<file path="config.mk">
export PLATFORM = sky130hd
export DESIGN_NAME = lfsr_tick_divider
export DESIGN_NICKNAME = d
export VERILOG_FILES = /design/src/rtl/lfsr_tick_divider.sv
export SDC_FILE = /design/constraint.sdc
export NUM_CORES = 1
export LEC_CHECK = 0
export BUFFER_PORTS_ARGS = -buffer_cell sky130_fd_sc_hd__clkbuf_2
export CELL_PAD_IN_SITES_DETAIL_PLACEMENT = 1
export CELL_PAD_IN_SITES_GLOBAL_PLACEMENT = 2
export CORE_MARGIN = 2
export CORE_UTILIZATION = 36
export DETAILED_ROUTE_END_ITERATION = 8
export MAX_ROUTING_LAYER = met4
export PLACE_DENSITY_LB_ADDON = 0.1
export SLEW_MARGIN = 40
export SYNTH_ARGS = -nofsm -noshare
export SYNTH_HDL_FRONTEND = slang
export SYNTH_SLANG_ARGS = --single-unit
</file>
<file path="constraint.sdc">
create_clock -name Clock -period 2.1 [get_ports Clock]
set_input_delay 0.21 -clock Clock [delete_from_list [all_inputs] [get_ports Clock]]
set_output_delay 0.21 -clock Clock [all_outputs]
set_load 0.01 [all_outputs]
</file>
<file path="src/rtl/lfsr_tick_divider.sv">
// Run-time programmable tick divider: a Galois LFSR counts enabled cycles and fires Tick
// when it reaches a terminal state that the block derives itself during a Ratio-cycle SETUP.
module lfsr_tick_divider #(
   parameter int WIDTH = 4
) (
   input  logic             Clock,
   input  logic             Reset,
   input  logic             Enable,
   input  logic             LoadValid,
   output logic             LoadReady,
   input  logic [WIDTH-1:0] Ratio,
   input  logic             OneShot,
   output logic             Tick,
   output logic             Running,
   output logic             Error
);

   typedef enum logic [1:0] {IDLE, SETUP, RUN, DONE} state_t;

   function automatic logic [7:0] tap_mask(input int w);
      case (w)
         5:       return 8'h04;
         8:       return 8'h70;
         default: return 8'h02;
      endcase
   endfunction

   localparam logic [7:0]       TAP8 = tap_mask(WIDTH);
   localparam logic [WIDTH-1:0] TAP  = TAP8[WIDTH-1:0];
   localparam logic [WIDTH-1:0] SEED = '1;
   localparam logic [WIDTH-1:0] ONE  = {{(WIDTH-1){1'b0}}, 1'b1};

   function automatic logic [WIDTH-1:0] lfsr_step(input logic [WIDTH-1:0] cur);
      logic msb;
      msb = cur[WIDTH-1];
      return {cur[WIDTH-2:0], msb} ^ (TAP & {WIDTH{msb}});
   endfunction

   state_t           state_q, state_d;
   logic [WIDTH-1:0] lfsr_q, lfsr_d;
   logic [WIDTH-1:0] shadow_q, shadow_d;
   logic [WIDTH-1:0] terminal_q, terminal_d;
   logic [WIDTH-1:0] count_q, count_d;
   logic             one_shot_q, one_shot_d;
   logic             tick_q, tick_d;
   logic             error_q, error_d;
   logic             load_ok;

   assign LoadReady = (state_q != SETUP);
   assign Running   = (state_q == RUN);
   assign Tick      = tick_q;
   assign Error     = error_q;
   assign load_ok   = LoadValid && LoadReady;

   always_ff @(posedge Clock or negedge Reset) begin
      if (!Reset) begin
         state_q    <= IDLE;
         lfsr_q     <= SEED;
         shadow_q   <= SEED;
         terminal_q <= SEED;
         count_q    <= '0;
         one_shot_q <= 1'b0;
         tick_q     <= 1'b0;
         error_q    <= 1'b0;
      end else begin
         state_q    <= state_d;
         lfsr_q     <= lfsr_d;
         shadow_q   <= shadow_d;
         terminal_q <= terminal_d;
         count_q    <= count_d;
         one_shot_q <= one_shot_d;
         tick_q     <= tick_d;
         error_q    <= error_d;
      end
   end

   always_comb begin
      state_d    = state_q;
      lfsr_d     = lfsr_q;
      shadow_d   = shadow_q;
      terminal_d = terminal_q;
      count_d    = count_q;
      one_shot_d = one_shot_q;
      tick_d     = 1'b0;
      error_d    = 1'b0;

      // A valid load wins over everything, including a terminal hit on the same edge.
      if (load_ok && (Ratio != '0)) begin
         one_shot_d = OneShot;
         count_d    = Ratio - ONE;
         shadow_d   = SEED;
         state_d    = SETUP;
      end else begin
         error_d = load_ok;
         case (state_q)
            SETUP: begin
               // Walk the shadow Ratio-1 steps; that state is the one RUN must match.
               if (count_q != '0) begin
                  shadow_d = lfsr_step(shadow_q);
                  count_d  = count_q - ONE;
               end else begin
                  terminal_d = shadow_q;
                  lfsr_d     = SEED;
                  state_d    = RUN;
               end
            end
            RUN: begin
               if (Enable) begin
                  if (lfsr_q == terminal_q) begin
                     lfsr_d = SEED;
                     tick_d = 1'b1;
                     if (one_shot_q) state_d = DONE;
                  end else begin
                     lfsr_d = lfsr_step(lfsr_q);
                  end
               end
            end
            default: ;
         endcase
      end
   end

endmodule

</file>
# ---- Word level (Yosys, flattened, before mapping)
# Cells that the tools add are included.
dict set report word_totals {
  regBits 21
  input_bits 9
}
dict set report classes {
  addsub 2
  eq_ne 10
  mux 21
  bitwise_logic 4
  reduce_logical 12
}
# op count
set op_table {}
lappend op_table {{$mux 4} 9}
lappend op_table {{$mux 2} 5}
lappend op_table {{$pmux 4 s2} 1}
lappend op_table {{$reduce_bool 4->1} 2}
lappend op_table {{$sub 4x1->4 const B} 2}
lappend op_table {{$xor 4x2->4} 2}
lappend op_table {{$ne 3x1->1 const B} 2}
lappend op_table {{$reduce_bool 2->1} 3}
lappend op_table {{$mux 1} 5}
lappend op_table {{$reduce_and 5->1} 1}
lappend op_table {{$eq 4x4->1} 1}
lappend op_table {{$ne 2x2->1 const B} 2}
lappend op_table {{$pmux 2 s2} 1}
lappend op_table {{$reduce_and 4->1} 1}
lappend op_table {{$ne 3x2->1 const B} 1}
lappend op_table {{$ne 3x3->1 const B} 1}
lappend op_table {{$reduce_and 3->1} 1}
lappend op_table {{$reduce_bool 3->1} 1}
lappend op_table {{$eq 2x1->1 const B} 1}
lappend op_table {{$eq 2x2->1 const B} 1}
lappend op_table {{$logic_and 1x1->1} 2}
lappend op_table {{$ne 2x1->1 const B} 1}
lappend op_table {{$not 1->1} 2}
lappend op_table {{$reduce_and 2->1} 1}

# ---- Longest topological paths before layout
dict set report depth {
  depth_word 5
  ltp_mapped 8
  mapped_depth_nobuf 8
}

# ---- Worst setup path before layout
# No wires, ideal clock.
dict set report synth_path {
  kind {reg2reg}
  start {register state_q[1]}
  end {register count_q[2]}
  setup_ns 0.129
  arrival_ns 1.841
  required_time_ns 1.971
  path_slack_ns 0.130
  path_stages_with_launch 9
  n_path_buf 0
  synth_period_minus_slack_ns 1.970
  cell_sequence {dfrtp_1 and2b_1 inv_1 nand3_1 mux2i_1 ha_1 a21oi_1 a311oi_1 a21oi_1}
}
dict set report synth_between {
  elab_chain_len 5
  elab_cells_between_ends 8
}
# element line_no
set synth_lines {}
lappend synth_lines {{from (decl)} 39} ;# state_t state_q, state_d;
lappend synth_lines {{from (signal assigned)} 66} ;# state_q <= state_d;
lappend synth_lines {{$ne 2x1->1 *} 49} ;# assign LoadReady = (state_q != SETUP);
lappend synth_lines {{via LoadReady} 10} ;# output logic LoadReady,
lappend synth_lines {{$logic_and 1x1->1 *} 53} ;# assign load_ok = LoadValid && LoadReady;
lappend synth_lines {{$logic_and 1x1->1 *} 88} ;# if (load_ok && (Ratio != '0)) begin
lappend synth_lines {{$reduce_bool 2->1 (no line)} -}
lappend synth_lines {{$reduce_and 2->1 (no line)} -}
lappend synth_lines {{to (signal assigned)} 70} ;# count_q <= count_d;
lappend synth_lines {{to (decl)} 43} ;# logic [WIDTH-1:0] count_q, count_d;
# The timed path passes the listed nets; every way through them passes the cells marked *.
# A chain may end at the register's enable or synchronous reset.

# ---- Final worst setup path
dict set report layout_path {
  start {register state_q[1]}
  end {register count_q[2]}
}
dict set report layout_between {
  elab_chain_len 5
  elab_cells_between_ends 8
}
# element line_no
set layout_lines {}
lappend layout_lines {{$ne 2x1->1} 49}
lappend layout_lines {{$logic_and 1x1->1} 53}
lappend layout_lines {{$logic_and 1x1->1} 88}
lappend layout_lines {{$reduce_bool 2->1 (no line)} -}
lappend layout_lines {{$reduce_and 2->1 (no line)} -}
# Parallel ways exist; a longest one is shown, timed or not.

==> flow_metrics.tcl <==
set metrics [dict create \
    setup_ws_ns 0.161 \
    fillers 312 \
    die_y_um 57.8 \
    fp.dieW_um 57.8 \
    cts_tree "built" \
    startpoint_type "flip-flop" \
    worstSkewPairLatency_ns 0.30 \
    internal_power_w 0.00107 \
    gpl.final_weighted_congestion 0.724 \
    viasPerCell 5.23 \
    ff2ff_setup_slack_ns 0.16 \
    ys_ff_latch 21 \
    clockRootBuffer "clkbuf_4" \
    drt_iter0_drc 15 \
    relSlewSlack_pct 65.3 \
    wirelength_um 2140 \
    ys_types 27 \
    areaGrowthSynthToFinish_pct 16.1 \
    drive_above_1_share_pct 38.8 \
    p_comb_share_pct 44.8 \
    grt_pass1_wl_um 3720 \
    worst_slew_pin_slew_ns 0.520 \
    power.density_nw_per_um2 1430 \
    grt_use_total_pct 14.9 \
    synth_fp_nets 105 \
    reg2regPathDepth 8 \
    ant_nets 0 \
    post-route-period-util_pct 92.3 \
    dp.cells 142 \
    power_w 0.00173 \
    ys_warn_count 0 \
    initial_utilization_pct 37.8 \
    vias 769 \
    dp_slack_ns 0.0496 \
    endpoint_kind "flip-flop" \
    critPathKind "reg -> reg" \
    rsz0062_at_grt "false" \
    core_um2 2760 \
    stdcell_count 147 \
    syn_area_per_cell_um2 11.0 \
    n_antenna_cell 0 \
    cts_buffers 3 \
    hp-class "in -> reg" \
    num-nets-final 127 \
    worstPathMaxFanout 7 \
    p_leak_nw 0.528 \
    grt_pass1_vias 825 \
    power_frac_seq_pct 44.1 \
    grt_max_degree 22 \
    finClkSkew_ns 0.00216 \
    rows 19 \
    drv_slew 0 \
    wire_per_inst_um 14.6 \
    syn_inst 95 \
    period_minus_slack_ns 1.94 \
    firstDrtPassIters 4 \
    dieArea_um2 3340 \
    tns_ns 0 \
    crit_required_ns 2.29 \
    netSwitchingPower_w 0.000661 \
    r2r_start "state_q[1]$_DFFE_PN0P_" \
    crit_end "count_q[2]$_DFFE_PN0P_" \
    final_hold_viol_count 0 \
    pwr-share-clk_pct 11.1 \
    crit_arrival_ns 2.13 \
    ios 13 \
    status "finished clean" \
    worst_ir_drop_vdd_uv 705 \
    htreeDepth 1 \
    cts_buffer_depth 2 \
    synth.yosys.seq_area_share_pct 51.9 \
    r2r_end "count_q[2]$_DFFE_PN0P_" \
    maxCapViolCount 0 \
    max_freq_ghz 0.516 \
    grt-ovfl-total 0 \
    startpoint "state_q[1]$_DFFE_PN0P_" \
    path_clk_slew_ns 0.12 \
    dp_hpwl_um 1640 \
    grt_antenna_before_repair 0 \
    clock-sinks 21 \
    synthesis.area_um2 1040 \
    setup_violations 0 \
    switching_share_pct 38.2 \
    drc 0 \
    portBuffers 12 \
]
cell usage in the layout (no fill, tap or decap), types with 2 or more instances in the layout:
cell / instances
nand2b_1: 2
mux2i_1: 3
xor2_1: 5
or3_1: 4
nand3_1: 6
dfstp_2: 12
xnor2_1: 3
nand2_1: 13
nor4_1: 2
o21ai_0: 2
mux2_2: 8
clkbuf_2: 12
inv_1: 3
clkbuf_4: 3
buf_4: 5
a21oi_1: 4
nor2_1: 5
nor3_1: 2
dfrtp_1: 9
metrics by stage:
step           instance area (um^2)  util (%)  hold slack (ns)
5_1_grt                        1210      43.9            0.103
6_report                       1210      43.9           0.0933
3_3_place_gp                   1170      42.3            0.212
3_5_place_dp                   1170      42.3            0.209
4_1_cts                        1200      43.7           0.0833
2_1_floorplan                  1040         -          -0.0856
worst min-delay path by stage:
stage | startpoint | end | slack [ns] | cells after the start
2_1_floorplan | Reset | Error$_DFF_PN0_ | -0.09 | 0
3_3_place_gp | Reset | one_shot_q$_DFFE_PN0P_ | 0.21 | 1
3_5_place_dp | Reset | Error$_DFF_PN0_ | 0.21 | 1
4_1_cts | OneShot | one_shot_q$_DFFE_PN0P_ | 0.08 | 3
5_1_grt | OneShot | one_shot_q$_DFFE_PN0P_ | 0.10 | 3
6_report | OneShot | one_shot_q$_DFFE_PN0P_ | 0.09 | 3
registers in the layout (all words and copies together), names as in the netlist:
name and count:
lfsr_q 4, Tick 1, count_q 4, state_q 2
shadow_q 4, Error 1, terminal_q 4, one_shot_q 1
final cells by class:
class | count | area, um^2 | area share [%]
sequential | 21 | 541 | 44.7
timing repair buffer | 18 | 108 | 8.89
tap | 31 | 38.8 | 3.21
clock buffer | 3 | 22.5 | 1.86
inverter | 3 | 11.3 | 0.931
clock inverter | 1 | 5.00 | 0.414
multi-input combinational | 70 | 484 | 40.0
power by group through the flow:
stage | registers, W | logic [W] | clock network, W
floorplan | 0.000725 | 0.000570 | 0
detailed placement | 0.000771 | 0.000778 | 0
finish | 0.000763 | 0.000776 | 0.000192
CTS | 0.000764 | 0.000782 | 0.000203
global placement | 0.000764 | 0.000760 | 0
global route | 0.000785 | 0.000866 | 0.000226
synth_stat cells:
| library cell | count | share of area [%] |
|---|---|---|
| nand2_1 | 13 | 4.7 |
| dfstp_2 | 12 | 30 |
| dfrtp_1 | 9 | 22 |
| mux2_2 | 8 | 8.6 |
| nand3_1 | 7 | 3.4 |
| nor2_1 | 5 | 1.8 |
| xor2_1 | 5 | 4.2 |
| a21oi_1 | 4 | 1.9 |
| or3_1 | 4 | 2.4 |
| inv_1 | 3 | 1.1 |
| mux2i_1 | 3 | 2.9 |
| xnor2_1 | 3 | 2.5 |
| nand2b_1 | 2 | 1.2 |
| nor3_1 | 2 | 0.96 |
| nor4_1 | 2 | 1.2 |
| o21ai_0 | 2 | 0.96 |
| a21boi_0 | 1 | 0.72 |
| a311oi_1 | 1 | 0.84 |
| and2b_1 | 1 | 0.72 |
| and3_4 | 1 | 1.1 |
| buf_6 | 1 | 1.1 |
| ha_1 | 1 | 1.2 |
| nand4_1 | 1 | 0.60 |
| nor3_4 | 1 | 1.6 |
| o211ai_1 | 1 | 0.72 |
| or4_1 | 1 | 0.72 |
| or4_4 | 1 | 1.1 |
logic make-up after synthesis:
family          Yosys count  share of synthesized area (%)
mux                      11                           11.5
xor+xnor                  8                           6.72
buf+inv                   4                           2.16
flops                    21                           51.9
fa+ha+maj                 1                           1.20
compound gates            9                           5.16
simple gates             41                           21.4
layer usage:
layer	wire (um)	GRT usage, %
met1	1030	19.1
met2	1050	24.0
met3	44	3.13
met4	19	4.32
met5	0	-
worst max-delay path, cell delays in order, from the launching register on:
cell,delay (ns)
dfrtp_1,0.42
and2b_1,0.21
inv_1,0.20
nand3_2,0.17
mux2i_1,0.19
ha_1,0.23
a21oi_1,0.09
a311oi_1,0.24
a21oi_1,0.06
what timing repair did:
item / 4_1_cts / 5_1_grt
hold buffers: 1 / 0
gates resized for setup: 0 / 1
setup buffers: 0 / 0
endpoints found under the setup margin: 0 / 1
hold endpoints to repair: 9 / 0
Power figures use the tool's default switching activity.
